**config.mk**
```make
export PLATFORM = sky130hd
export DESIGN_NAME = seq_pattern_tx_flat
export DESIGN_NICKNAME = d
export VERILOG_FILES = /design/src/rtl/seq_pattern_tx_if.sv /design/src/rtl/seq_pattern_tx.sv /design/src/flat_wrapper.sv
export SDC_FILE = /design/constraint.sdc
export NUM_CORES = 1
export LEC_CHECK = 0
export ABC_CLOCK_PERIOD_IN_PS = 2000
export BUFFER_PORTS_ARGS = -buffer_cell sky130_fd_sc_hd__buf_2
export CELL_PAD_IN_SITES_DETAIL_PLACEMENT = 0
export CELL_PAD_IN_SITES_GLOBAL_PLACEMENT = 2
export CORE_UTILIZATION = 36
export DETAILED_ROUTE_END_ITERATION = 16
export GPL_TIMING_DRIVEN = 0
export PLACE_DENSITY = 0.83
export SLEW_MARGIN = 10
export SYNTH_ARGS = -nofsm -noshare
export SYNTH_HDL_FRONTEND = slang
export SYNTH_SLANG_ARGS = --single-unit
export TNS_END_PERCENT = 50
```
**constraint.sdc**
```tcl
create_clock -name clk -period 2 [get_ports clk]
set_input_delay 0.1 -clock clk [delete_from_list [all_inputs] [get_ports clk]]
set_output_delay 0.1 -clock clk [all_outputs]
set_load 0.02 [all_outputs]
```
**src/rtl/seq_pattern_tx_if.sv**
```systemverilog
// Handshake/stream bundle for the serial pattern transmitter.
// master drives the request side, slave is the transmitter itself.
interface seq_pattern_tx_if #(
  parameter int PAT_W = 4,
  parameter int CNT_W = 4
);
  logic             start;
  logic [PAT_W-1:0] pattern;
  logic [CNT_W-1:0] rep_count;
  logic             x;
  logic             valid;
  logic             frame_end;
  logic             busy;
  logic             done;

  modport master (
    output start, pattern, rep_count,
    input  x, valid, frame_end, busy, done
  );

  modport slave (
    input  start, pattern, rep_count,
    output x, valid, frame_end, busy, done
  );
endinterface

```
**src/rtl/seq_pattern_tx.sv**
```systemverilog
// Serial pattern transmitter: shifts a latched pattern out MSB-first, rep_count times,
// with GAP idle cycles between copies. All outputs come straight from flops.
module seq_pattern_tx #(
  parameter int PAT_W = 4,
  parameter int CNT_W = 4,
  parameter int GAP   = 1
) (
  input  logic           clk,
  input  logic           reset,
  seq_pattern_tx_if.slave bus
);

  localparam int BW = $clog2(PAT_W);
  localparam int GW = (GAP > 1) ? $clog2(GAP) : 1;
  localparam logic [BW-1:0] LAST_BIT = BW'(PAT_W - 1);

  typedef enum logic [1:0] {S_IDLE, S_SEND, S_GAP, S_DONE} state_t;

  state_t           state;
  logic [PAT_W-1:0] pat_lat;
  logic [PAT_W-1:0] shreg;
  logic [BW-1:0]    bit_cnt;
  logic [CNT_W-1:0] rem;
  logic [GW-1:0]    gap_cnt;
  logic             x_q, valid_q, fe_q, busy_q, done_q;

  always_ff @(posedge clk or negedge reset) begin
    if (!reset) begin
      state   <= S_IDLE;
      pat_lat <= '0;
      shreg   <= '0;
      bit_cnt <= '0;
      rem     <= '0;
      gap_cnt <= '0;
      x_q     <= 1'b0;
      valid_q <= 1'b0;
      fe_q    <= 1'b0;
      busy_q  <= 1'b0;
      done_q  <= 1'b0;
    end else begin
      case (state)
        S_IDLE: begin
          if (bus.start) begin
            pat_lat <= bus.pattern;
            shreg   <= bus.pattern;
            bit_cnt <= '0;
            rem     <= bus.rep_count;
            if (bus.rep_count != '0) begin
              state   <= S_SEND;
              x_q     <= bus.pattern[PAT_W-1];
              valid_q <= 1'b1;
              busy_q  <= 1'b1;
            end else begin
              state  <= S_DONE;
              done_q <= 1'b1;
            end
          end
        end
        S_SEND: begin
          if (bit_cnt == LAST_BIT) begin
            // Last bit of a copy is on the wire: account for it and reload.
            rem     <= rem - 1'b1;
            fe_q    <= 1'b0;
            bit_cnt <= '0;
            shreg   <= pat_lat;
            if (rem == CNT_W'(1)) begin
              state   <= S_DONE;
              x_q     <= 1'b0;
              valid_q <= 1'b0;
              busy_q  <= 1'b0;
              done_q  <= 1'b1;
            end else if (GAP > 0) begin
              state   <= S_GAP;
              gap_cnt <= '0;
              x_q     <= 1'b0;
              valid_q <= 1'b0;
            end else begin
              x_q <= pat_lat[PAT_W-1];
            end
          end else begin
            shreg   <= shreg << 1;
            bit_cnt <= bit_cnt + 1'b1;
            x_q     <= shreg[PAT_W-2];
            fe_q    <= (bit_cnt == LAST_BIT - 1'b1);
          end
        end
        S_GAP: begin
          if (gap_cnt == GW'(GAP - 1)) begin
            state   <= S_SEND;
            x_q     <= shreg[PAT_W-1];
            valid_q <= 1'b1;
          end else begin
            gap_cnt <= gap_cnt + 1'b1;
          end
        end
        S_DONE: begin
          done_q <= 1'b0;
          state  <= S_IDLE;
        end
        default: state <= S_IDLE;
      endcase
    end
  end

  assign bus.x         = x_q;
  assign bus.valid     = valid_q;
  assign bus.frame_end = fe_q;
  assign bus.busy      = busy_q;
  assign bus.done      = done_q;

endmodule

```
**src/flat_wrapper.sv**
```systemverilog
// flat-port wrapper written by rule: the top's interface ports become plain ports
module seq_pattern_tx_flat 
#(
  parameter int PAT_W = 4,
  parameter int CNT_W = 4,
  parameter int GAP   = 1
)
  (clk, reset, bus_start, bus_pattern, bus_rep_count, bus_x, bus_valid, bus_frame_end, bus_busy, bus_done);
  seq_pattern_tx_if #(.PAT_W(PAT_W), .CNT_W(CNT_W)) bus_i ();
  input  logic clk;
  input  logic reset;
  input wire logic [$bits(bus_i.start)-1:0] bus_start;
  input wire logic [$bits(bus_i.pattern)-1:0] bus_pattern;
  input wire logic [$bits(bus_i.rep_count)-1:0] bus_rep_count;
  output wire logic [$bits(bus_i.x)-1:0] bus_x;
  output wire logic [$bits(bus_i.valid)-1:0] bus_valid;
  output wire logic [$bits(bus_i.frame_end)-1:0] bus_frame_end;
  output wire logic [$bits(bus_i.busy)-1:0] bus_busy;
  output wire logic [$bits(bus_i.done)-1:0] bus_done;
  assign bus_i.start = bus_start;
  assign bus_i.pattern = bus_pattern;
  assign bus_i.rep_count = bus_rep_count;
  assign bus_x = bus_i.x;
  assign bus_valid = bus_i.valid;
  assign bus_frame_end = bus_i.frame_end;
  assign bus_busy = bus_i.busy;
  assign bus_done = bus_i.done;
  seq_pattern_tx #(.PAT_W(PAT_W), .CNT_W(CNT_W), .GAP(GAP)) u_core (.clk(clk), .reset(reset), .bus(bus_i));
endmodule
```
Yosys cells after proc, flatten, opt, wreduce, memory -nomap -nowiden
Index checks and enable logic that the tools add are counted.

operators by class
  reduce and logical (&&, ||, !) cells = 15
  eq/ne operators = 13
  mux-type cells = 38
  $add $sub $neg = 3

operator list
  kind                                               number
  2-to-1 mux 1 bit                                   19
  2-to-1 mux 4 bit                                   4
  case mux 4 bit (2 select lines)                    2
  AND reduction 5 bit                                3
  2-to-1 mux 2 bit                                   6
  case mux 1 bit (3 select lines)                    3
  AND reduction 3 bit                                3
  == test 2 bit (second input constant)              4
  != test 2 bit (second input constant)              4
  case mux 2 bit (4 select lines)                    1
  != test 2 x 1 -> 1 bit (second input constant)     3
  nonzero test 3 bit                                 2
  == test 4 x 1 -> 1 bit (second input constant)     1
  case mux 1 bit (2 select lines)                    2
  case mux 2 bit (2 select lines)                    1
  AND reduction 2 bit                                2
  AND reduction 4 bit                                1
  nonzero test 2 bit                                 2
  nonzero test 4 bit                                 1
  subtractor 4 x 1 -> 4 bit (second input constant)  1
  adder 2 x 1 -> 2 bit (second input constant)       1
  == test 2 x 1 -> 1 bit (second input constant)     1
  zero test 2 bit                                    1
  adder 1 bit (second input constant)                1

word-level totals
  input bits = 11
  output and inout port bits = 5
  logic and storage cells = 80
  register bits = 22

Depth between registers and ports, before layout
Gate-level depths: netlist of run 1.

  depth after elaboration = 4
  depth in mapped cells = 8

Worst setup path before layout of run 1
OpenSTA, ideal clock, no wires.

  kind = flip-flop to flip-flop
  from = reg u_core.state[1]
  to = reg u_core.busy_q, in the netlist u_core.bus.busy
  period minus slack after synthesis = 1773 ps
  library setup time = 128 ps
  arrival time = 1646 ps
  buffers on the path = 1
  path slack = 227 ps
  stages on the path, launching flop included = 7
  path through = dfrtp_1 inv_1 ha_1 buf_6 nand2b_1 a2111oi_2 mux2_1

between the ends
  word-level cells in the longest chain between the ends = 3

RTL lines
  element                                                           RTL line              text
  start, declared                                                   seq_pattern_tx.sv:19  state_t state;
  start signal, assigned                                            seq_pattern_tx.sv:29  state <= S_IDLE;
  start signal, assigned                                            seq_pattern_tx.sv:49  state <= S_SEND;
  start signal, assigned                                            seq_pattern_tx.sv:54  state <= S_DONE;
  == test 2 x 1 -> 1 bit / zero test 2 bit (equally long branches)  seq_pattern_tx.sv:41  case (state)
  != test 2 x 1 -> 1 bit (no source line) (tied with other cells)   --
  AND reduction 5 bit (no source line)                              --
  end signal, assigned                                              seq_pattern_tx.sv:38  busy_q <= 1'b0;
  end signal, assigned                                              seq_pattern_tx.sv:52  busy_q <= 1'b1;
  end signal, assigned                                              seq_pattern_tx.sv:70  busy_q <= 1'b0;
  end, declared                                                     seq_pattern_tx.sv:25  logic x_q, valid_q, fe_q, busy_q, done_q;

Parallel ways exist; a longest one is shown, timed or not.
A chain may end at the register's enable or synchronous reset.

Final worst setup path of run 1
Same ends and word-level chain as after synthesis.

==> impl_metrics.csv, run 1 <==
group,metric,value,unit
floorplanning,fp.coreArea,0.003363,sq mm
pwr,pwr-share-seq,33.6,%
finish,stdcell_area,0.001463,sq mm
pwr,p_leak,0.6691,nW
logic_synthesis,synth_flop_cell,"dfrtp_1",
critical_path,required,2.22,ns
logic_synthesis,ys.warnings.count,0,
floorplanning,start_util,37.95,%
logic_synthesis,yosysTopAreaCell,"dfrtp_1",
timing,fin_crit_sh,94.05,%
timing,worst_slew_pin_slew,0.5190,ns
timing,setup_viol,0,
timing,tns,0,ns
detailed_routing,vias,964,
min_path,hold_path.class,"input pin to flop",
finish,multi_input_area,699.4,sq um
global_routing,grt_use_total,15.19,%
pwr,p_per_area,1604,mW/mm^2
logic_synthesis,yosysSeqAreaShare,41.18,%
place,gp_congestion,0.7578,
timing,fin_crit,1.881,ns
logic_synthesis,synth_top_area_share,41.18,%
critical_path,start_kind,"flop",
critical_path,crit_start,"u_core.state[1]$_DFFE_PN0P_",
critical_path,max_stage_delay,0.44,ns
timing,hold_viol_final,0,
clocking,path_clk_slew,0.14,ns
clocking,cts_buffers,3,
detailed_routing,avgViaCountPerCell,4.995,
global_routing,grt_pass1_vias,903,
timing,max_freq,531.6,MHz
critical_path,cp_cell_sequence,"inv_1 > ha_1 > buf_6 > nand2b_1 > a2111oi_2 > mux2_1",
critical_path,cp_slowest_cell,"dfrtp_2",
pwr,netSwitchingFraction,43.98,%
clocking,cts_sinks,21,
pwr,vdd_drop_max,0.0005941,V
logic_synthesis,syn_area_per_cell,10.05,sq um
clocking,tritoncts,"yes",
critical_path,reg2reg_from,"u_core.state[1]$_DFFE_PN0P_",
min_path,worstHoldStart,"bus_pattern[0]",
finish,seq_area,528.0,sq um
critical_path,criticalPathCategory,"flop to flop",
detailed_routing,avgRoutedWirePerCell,13.26,um
finish,syn2layout_area_growth,14.61,%
global_routing,grt_pass1_wl,4.119,mm
critical_path,end_kind,"flop",
floorplanning,rows,21,
finish,nFillCells,363,
floorplanning,dieWidth,61.54,um
critical_path,crit_fanout,8,
clocking,cts_root_buf,"clkbuf_4",
global_routing,grt_max_degree,22,
clocking,clockBufferDepth,2,
timing,relSlewSlack,65.40,%
floorplanning,die_area,0.003787,sq mm
timing,slew_viol_final,0,
logic_synthesis,syn_area,0.001276,sq mm
run,cap_viol_max_count,0,
logic_synthesis,async_reset_ff_share,100.0,%
timing,fin_skew,0.01307,ns
pwr,switching_power,1.032,mW
detailed_routing,ant_nets,0,
place,placed_area,0.001409,sq mm
logic_synthesis,syn_nets,151,
finish,drive_gt1_share,27.89,%
detailed_routing,post-route-drc-count,0,
global_routing,antenna_found_initial,0,
timing,rsz0062_at_grt,"false",
floorplanning,ios,16,
logic_synthesis,synthCells,127,
finish,diodes,0,
place,port_buffers,15,
detailed_routing,drt_first_pass_iters,4,
run_status,status,"finished, final reports clean",
place,hpwl,1.901,mm
logic_synthesis,yosys-top-cells-count,"dfrtp_1, nand2_1, ha_1",
finish,fin_nets,172,
pwr,clkPwrFrac,9.5,%
global_routing,overflow,0,
logic_synthesis,synth_area_leaders,"dfrtp_1, ha_1, mux2_2",
pwr,combPwrFrac,57.0,%
clocking,clock_latency,0.32,ns
logic_synthesis,yosysUniqueCellTypes,35,
clocking,cts_max_level,1,
pwr,internal_power,1.314,mW
logic_synthesis,yosys_register_bits,21,
critical_path,cp.arrival,2.10,ns
logic_synthesis,yosysMostFrequentCell,"dfrtp_1",
detailed_routing,routed_wl,2.559,mm
logic_synthesis,synth_edf_count,0,
detailed_routing,first_iter_violations,19,
floorplanning,die_h,61.54,um
[final cells by class]
type                    instances  share of cell area [%]
multi-input cells              94                   47.82
flip-flops and latches         21                   36.10
repair buffers                 16                   5.817
well taps                      46                   3.935
plain buffers                   4                   2.224
inverters                       8                   2.053
clock buffers                   3                   1.540
clock inverters                 1                  0.5133
[flip-flops by register name, summed over array words and instances (netlist names)]
| register | flops |
|---|---|
| u_core.shreg | 4 |
| u_core.bit_cnt | 2 |
| u_core.rem | 4 |
| u_core.bus.valid | 1 |
| u_core.pat_lat | 4 |
| u_core.bus.busy | 1 |
| u_core.state | 2 |
| u_core.bus.x | 1 |
| u_core.bus.frame_end | 1 |
| u_core.bus.done | 1 |
[cells by family (layout without fill, tap and decap cells)]
group	after synthesis	after routing	share of synthesized area [%]
compound gates	26	26	13.14
fa+ha+maj	13	13	12.75
buf+inv	12	32	4.901
flops	21	21	41.18
mux	11	11	9.412
simple gates	44	44	18.63
[power groups by stage]
stage | clock network (mW) | registers (mW) | logic (mW)
after floorplan | 0 | 0.812 | 0.983
after global placement | 0 | 0.784 | 1.30
after detailed placement | 0 | 0.797 | 1.32
after CTS | 0.237 | 0.790 | 1.34
after global routing | 0.254 | 0.820 | 1.51
final | 0.222 | 0.788 | 1.34
[through the flow]
step	setup slack [ns]	hold WS, ns	total power [mW]	util [%]	cells
5_1_grt	0.01037	0.003270	2.584	43.49	193
2_1_floorplan	0.2266	-0.1956	1.796	-	127
3_3_place_gp	0.01920	0.08762	2.083	41.89	188
6_report	0.1190	0.01770	2.346	43.49	193
4_1_cts	0.03480	0.005991	2.365	43.15	193
3_5_place_dp	0.009420	0.09925	2.120	41.89	188
[critical path: cells and delay by family (launching register included)]
family	cells	cell delay (ns)
AO/OA/AOI/OAI	1	0.42
adder cells (fa/ha/maj)	1	0.20
buffers and inverters	2	0.23
flip-flops	1	0.44
multiplexers	1	0.36
AND/OR/NAND/NOR	1	0.15
[cells in the final DEF, fill, tap and decap left out, types with 2 or more instances in the layout]
cell type,netlist,final
buf_2,1,16
dfrtp_1,21,19
nor3_1,5,4
a211oi_1,3,3
o21ai_1,2,3
a21oi_1,7,7
mux2_2,7,7
o21ai_0,7,6
inv_1,8,8
nor2b_1,2,2
nor2b_4,2,2
dfrtp_2,0,2
mux2i_1,3,3
clkbuf_4,0,3
nor4_1,3,2
or2_2,2,2
nand2_1,14,14
ha_1,13,13
nor2_1,9,9
[routing by layer]
| metal | part of all wire [%] | GRT usage, % | up-vias |
|---|---|---|---|
| met5 | 0 | 0 | - |
| met4 | 0.78 | 5.714 | 0 |
| met3 | 2.7 | 1.891 | 2 |
| met2 | 51 | 27.50 | 10 |
| met1 | 46 | 18.26 | 476 |
| li1 | - | - | 476 |
[path summary, 6_finish.rpt]
check | endpoint | slack [ns] | depth (start not counted)
worst max-delay path | u_core.bus.busy$_DFFE_PN0P_ | 0.12 | 6
worst min-delay path | u_core.pat_lat[0]$_DFFE_PN0P_ | 0.02 | 2
worst max register to register | u_core.bus.busy$_DFFE_PN0P_ | 0.12 | 6
worst min register to register | u_core.shreg[3]$_DFFE_PN0P_ | 0.49 | 1
max in group asynchronous | u_core.state[0]$_DFFE_PN0P_ | 1.38 | 2
min in group asynchronous | u_core.rem[3]$_DFFE_PN0P_ | 0.25 | 2
[what timing repair did]
item,CTS,global route
endpoints found under the hold margin,21,0
pin swaps,1,0
hold buffers,1,0
setup endpoints to repair,1,2
gates resized for setup,2,3
buffers inserted,0,0
No activity file was read; power rests on OpenSTA's default activity.
==> run 2: changes to the inputs <==
--- a/config.mk
+++ b/config.mk
@@ -9,6 +9,7 @@
 export BUFFER_PORTS_ARGS = -buffer_cell sky130_fd_sc_hd__buf_2
 export CELL_PAD_IN_SITES_DETAIL_PLACEMENT = 0
 export CELL_PAD_IN_SITES_GLOBAL_PLACEMENT = 2
+export CORE_ASPECT_RATIO = 0.9
 export CORE_UTILIZATION = 36
 export DETAILED_ROUTE_END_ITERATION = 16
 export GPL_TIMING_DRIVEN = 0
==> impl_metrics.csv, run 2 (synthesis gave the netlist of run 1 again) <==
group,metric,value,unit
floorplanning,die_h,58.49,um
timing,relSlewSlack,66.87,%
detailed_routing,post-route-drc-count,0,
clocking,tritoncts,"yes",
clocking,postCtsSetupRepairBufs,0,
finish,layout_common_cells,"dfrtp_1, buf_2, nand2_1, ha_1, nor2_1",
pwr,switching_power,1.022,mW
floorplanning,dieWidth,64.76,um
timing,max_freq,529.9,MHz
floorplanning,ios,16,
min_path,hold_path.class,"input pin to flop",
clocking,cts_buffers,3,
detailed_routing,routed-wl-met2,1.172,mm
global_routing,grt_pass1_vias,909,
global_routing,overflow,0,
floorplanning,rows,20,
finish,final_common_cell,"dfrtp_1",
clocking,path_clk_slew,0.08,ns
floorplanning,start_util,37.78,%
detailed_routing,top_layer_used,"met4",
finish,drive_gt1_share,27.89,%
timing,fin_crit_sh,94.35,%
timing,setup_viol,0,
place,gp_congestion,0.7121,
timing,hold_viol_final,0,
detailed_routing,route.met3.wl,68,um
finish,largestRegisters,"u_core.pat_lat (4), u_core.rem (4), u_core.shreg (4)",
global_routing,antenna_found_initial,0,
critical_path,start_kind,"flop",
pwr,combPwrFrac,55.2,%
timing,slew_viol_final,0,
detailed_routing,avgRoutedWirePerCell,13.01,um
critical_path,cp.arrival,2.04,ns
timing,rsz0062_at_grt,"false",
floorplanning,die_area,0.003787,sq mm
clocking,cts_root_buf,"clkbuf_8",
critical_path,required,2.15,ns
timing,tns,0,ns
run,cap_viol_max_count,0,
pwr,netSwitchingFraction,42.60,%
pwr,p_per_area,1628,mW/mm^2
place,port_buffers,15,
global_routing,grt_pass1_wl,4.236,mm
finish,nFillCells,345,
place,hpwl,1.853,mm
critical_path,rrSetupSlack,0.11,ns
detailed_routing,met1_length,1.229,mm
finish,fin_nets,172,
clocking,clock_latency,0.26,ns
detailed_routing,avgViaCountPerCell,4.921,
clocking,cts_sinks,21,
timing,fin_skew,0.006287,ns
timing,fin_crit,1.887,ns
finish,syn2layout_area_growth,15.49,%
floorplanning,fp.coreArea,0.003378,sq mm
global_routing,grt_max_degree,22,
critical_path,end_kind,"flop",
run_status,status,"finished, final reports clean",
pwr,vdd_drop_max,0.0007203,V
pwr,internal_power,1.378,mW
detailed_routing,first_iter_violations,15,
finish,fin_util,43.63,%
pwr,pwr-share-seq,32.8,%
detailed_routing,drt_first_pass_iters,2,
pwr,clkPwrFrac,12.0,%
pwr,p_leak,0.6778,nW
clocking,clockBufferDepth,2,
detailed_routing,ant_nets,0,
detailed_routing,routed_wl,2.485,mm
finish,diodes,0,
timing,worst_slew_pin_slew,0.4931,ns
critical_path,crit_fanout,8,
clocking,cts_max_level,1,
critical_path,criticalPathCategory,"flop to flop",
global_routing,grt_use_total,14.96,%
detailed_routing,vias,940,
-- run 2: cell count changes in the layout (fill, tap and decap cells not counted), sizes merged --
cell,delta
clkinv,+1
clkinvlp,-1
-- run 2: layout make-up --
type / instances / area [sq um] / area share, %
tap: 44 / 55.05 / 3.735
clock inverter: 1 / 5.005 / 0.3396
multi-input combinational: 94 / 696.9 / 47.28
inverter: 8 / 30.03 / 2.037
clock buffer: 3 / 41.29 / 2.801
timing repair buffer: 16 / 85.08 / 5.773
sequential: 21 / 528.0 / 35.82
buffer: 4 / 32.53 / 2.207
-- run 2: power groups by stage --
stage | registers, mW | clock network, mW | logic (mW)
floorplan | 0.812 | 0 | 0.983
global placement | 0.784 | 0 | 1.30
detailed placement | 0.794 | 0 | 1.32
CTS | 0.785 | 0.293 | 1.33
global route | 0.821 | 0.312 | 1.51
finish | 0.788 | 0.288 | 1.32
-- run 2: timing repair --
item                                    4_1_cts  5_1_grt
endpoints found under the setup margin        0        4
hold endpoints to repair                     21        0
hold buffers                                  1        0
resized for setup                             0        5
-- run 2: metrics by stage --
step	power, mW	worst slack [ns]	std cells	hold slack (ns)	cell area, sq um
after floorplan	1.796	0.2266	127	-0.1956	1276
after global placement	2.085	0.06011	186	0.09000	1406
after detailed placement	2.114	0.03767	186	0.09823	1406
after CTS	2.403	0.01689	191	0.07788	1463
after global routing	2.645	0.01079	191	0.07438	1474
final	2.400	0.1130	191	0.07764	1474
-- run 2: routing by layer --
layer | up-vias | GRT usage [%]
met3 | 2 | 2.326
li1 | 476 | -
met5 | - | 0
met1 | 449 | 20.42
met2 | 13 | 23.96
met4 | 0 | 5.714
-- run 2: critical path, stage by stage, from the launching register on --
cell	delay [ns]
dfrtp_2	0.42
inv_1	0.10
ha_1	0.20
buf_6	0.14
nand2b_1	0.15
a2111oi_2	0.42
mux2_1	0.35
-- run 2: path summary, 6_finish.rpt --
path,end,start,cells after the start
setup / recovery,u_core.bus.busy$_DFFE_PN0P_,u_core.state[1]$_DFFE_PN0P_,6
hold / removal,u_core.pat_lat[0]$_DFFE_PN0P_,bus_pattern[0],2
setup reg to reg,u_core.bus.busy$_DFFE_PN0P_,u_core.state[1]$_DFFE_PN0P_,6
hold reg to reg,u_core.bus.busy$_DFFE_PN0P_,u_core.bus.busy$_DFFE_PN0P_,1
max in group asynchronous,u_core.state[0]$_DFFE_PN0P_,reset,2
min in group asynchronous,u_core.rem[2]$_DFFE_PN0P_,reset,2
==> run 3: changes to the inputs <==
--- a/config.mk
+++ b/config.mk
@@ -6,14 +6,12 @@
 export NUM_CORES = 1
 export LEC_CHECK = 0
 export ABC_CLOCK_PERIOD_IN_PS = 2000
-export BUFFER_PORTS_ARGS = -buffer_cell sky130_fd_sc_hd__buf_2
-export CELL_PAD_IN_SITES_DETAIL_PLACEMENT = 0
-export CELL_PAD_IN_SITES_GLOBAL_PLACEMENT = 2
-export CORE_ASPECT_RATIO = 0.9
-export CORE_UTILIZATION = 36
+export BUFFER_PORTS_ARGS = -buffer_cell sky130_fd_sc_hd__clkbuf_2
+export CORE_ASPECT_RATIO = 1.25
+export CORE_UTILIZATION = 56
 export DETAILED_ROUTE_END_ITERATION = 16
 export GPL_TIMING_DRIVEN = 0
-export PLACE_DENSITY = 0.83
+export PLACE_DENSITY = 0.82
 export SLEW_MARGIN = 10
 export SYNTH_ARGS = -nofsm -noshare
 export SYNTH_HDL_FRONTEND = slang
==> impl_metrics.csv, run 3 (synthesis gave the netlist of run 1 again) <==
group,metric,value,unit
finish,nFillCells,164,
detailed_routing,avgViaCountPerCell,5.712,
floorplanning,fp.coreArea,0.002072,sq mm
finish,drive_gt1_share,27.89,%
global_routing,antenna_found_initial,0,
timing,rsz0062_at_grt,"false",
place,pre_cts_ws,0.03917,ns
pwr,power,2.345,mW
finish,diodes,0,
critical_path,cp_cell_sequence,"inv_1 > ha_1 > buf_6 > nand2b_1 > a2111oi_2 > mux2_1",
global_routing,grt_pass1_wl,4.298,mm
pwr,netSwitchingFraction,44.10,%
critical_path,required,2.22,ns
critical_path,crit_start,"u_core.state[1]$_DFFE_PN0P_",
global_routing,grt_max_degree,22,
clocking,path_clk_slew,0.12,ns
detailed_routing,vias,1011,
clocking,cts_root_buf,"clkbuf_4",
min_path,hold_path.class,"input pin to flop",
timing,worst_slew_pin_slew,0.5601,ns
pwr,p_per_area,1628,mW/mm^2
detailed_routing,ant_nets,0,
clocking,postCtsSetupRepairBufs,0,
floorplanning,rows,18,
clocking,clock_latency,0.32,ns
critical_path,cp_slowest_cell,"dfrtp_2",
finish,final_common_cell,"dfrtp_1",
finish,largestRegisters,"u_core.pat_lat (4), u_core.rem (4), u_core.shreg (4)",
floorplanning,dieWidth,44.70,um
finish,seq_area,528.0,sq um
floorplanning,die_h,55.38,um
place,gp_congestion,0.7858,
timing,slew_viol_final,0,
critical_path,end_kind,"flop",
floorplanning,die_area,0.002475,sq mm
clocking,cts_sinks,21,
finish,fin_util,69.50,%
min_path,worstHoldStart,"bus_pattern[2]",
critical_path,reg2reg_from,"u_core.state[1]$_DFFE_PN0P_",
clocking,clockBufferDepth,2,
detailed_routing,first_iter_violations,17,
finish,multi_input_area,696.9,sq um
critical_path,start_kind,"flop",
place,hpwl,1.901,mm
detailed_routing,post-route-drc-count,0,
timing,relSlewSlack,62.27,%
run_status,status,"finished, final reports clean",
timing,fin_crit,1.895,ns
clocking,tritoncts,"yes",
run,cap_viol_max_count,0,
critical_path,max_stage_delay,0.44,ns
place,port_buffers,15,
timing,fin_skew,0.004870,ns
global_routing,overflow,0,
detailed_routing,avgRoutedWirePerCell,13.97,um
timing,fin_crit_sh,94.77,%
pwr,p_leak,0.6696,nW
clocking,cts_max_level,1,
timing,hold_viol_final,0,
critical_path,cp.arrival,2.11,ns
pwr,switching_power,1.034,mW
timing,whs,0.01700,ns
critical_path,criticalPathCategory,"flop to flop",
global_routing,grt_use_total,23.37,%
clocking,cts_buffers,3,
pwr,pwr-share-seq,34.1,%
pwr,clkPwrFrac,9.3,%
timing,setup_viol,0,
global_routing,grt_pass1_vias,1019,
floorplanning,ios,16,
floorplanning,start_util,61.59,%
pwr,internal_power,1.311,mW
detailed_routing,routed_wl,2.473,mm
pwr,combPwrFrac,56.6,%
pwr,vdd_drop_max,0.0009940,V
critical_path,crit_fanout,8,
timing,tns,0,ns
detailed_routing,drt_first_pass_iters,4,
finish,fin_nets,172,
finish,layout_common_cells,"dfrtp_1, clkbuf_2, nand2_1, ha_1, nor2_1",
timing,max_freq,527.6,MHz
finish,syn2layout_area_growth,12.84,%
timing,setup_ws,0.1046,ns
run 3: changes by cell type in the layout (fill, tap and decap cells not counted), sizes merged:
cell      delta
clkbuf      +15
buf         -15
clkinvlp     +1
clkinv       -1
run 3: final cells by class:
type / count / share of cell area (%)
Buffer: 4 / 2.259
Sequential cell: 21 / 36.66
Multi-Input combinational cell: 94 / 48.39
Clock inverter: 1 / 0.5213
Tap cell: 30 / 2.606
Inverter: 8 / 2.085
Clock buffer: 3 / 1.564
Timing Repair Buffer: 16 / 5.908
run 3: power by group through the flow:
stage / clock network, mW / logic (mW) / registers [mW]
final: 0.218 / 1.33 / 0.800
after global routing: 0.237 / 1.49 / 0.827
after CTS: 0.221 / 1.32 / 0.792
after detailed placement: 0 / 1.31 / 0.802
after global placement: 0 / 1.26 / 0.781
after floorplan: 0 / 0.983 / 0.812
run 3: per-stage QoR:
stage,cell area [sq um],instances
after global placement,1389,172
final,1440,177
after detailed placement,1389,172
after floorplan,1276,127
after global routing,1440,177
after CTS,1429,177
run 3: path summary, 6_finish.rpt:
check                                           endpoint  slack, ns  cells past startpoint
max                          u_core.bus.busy$_DFFE_PN0P_       0.10                      6
min in group asynchronous      u_core.rem[2]$_DFFE_PN0P_       0.27                      2
min reg2reg                  u_core.shreg[3]$_DFFE_PN0P_       0.50                      1
max reg2reg                  u_core.bus.busy$_DFFE_PN0P_       0.10                      6
max in group asynchronous    u_core.state[1]$_DFFE_PN0P_       1.35                      2
min                        u_core.pat_lat[2]$_DFFE_PN0P_       0.02                      2
run 3: layer usage:
| metal | vias up | part of all wire (%) | track usage [%] |
|---|---|---|---|
| met4 | 0 | 1.9 | 9.957 |
| met2 | 31 | 56 | 42.23 |
| met5 | - | 0 | 0 |
| li1 | 482 | - | - |
| met3 | 5 | 3.2 | 1.961 |
| met1 | 493 | 39 | 26.81 |
run 3: what timing repair did:
item,CTS,global route
hold buffers,1,0
setup endpoints to repair,0,5
gates resized for setup,0,4
hold endpoints to repair,21,0
run 3: critical path, delay by kind of cell, from the launching register on:
family	cells	cell delay, ns
DFF	1	0.44
muxes	1	0.36
and+or+nand+nor	1	0.15
adders and majority gates	1	0.21
AOI/OAI and AO/OA	1	0.40
buffers and inverters	2	0.25
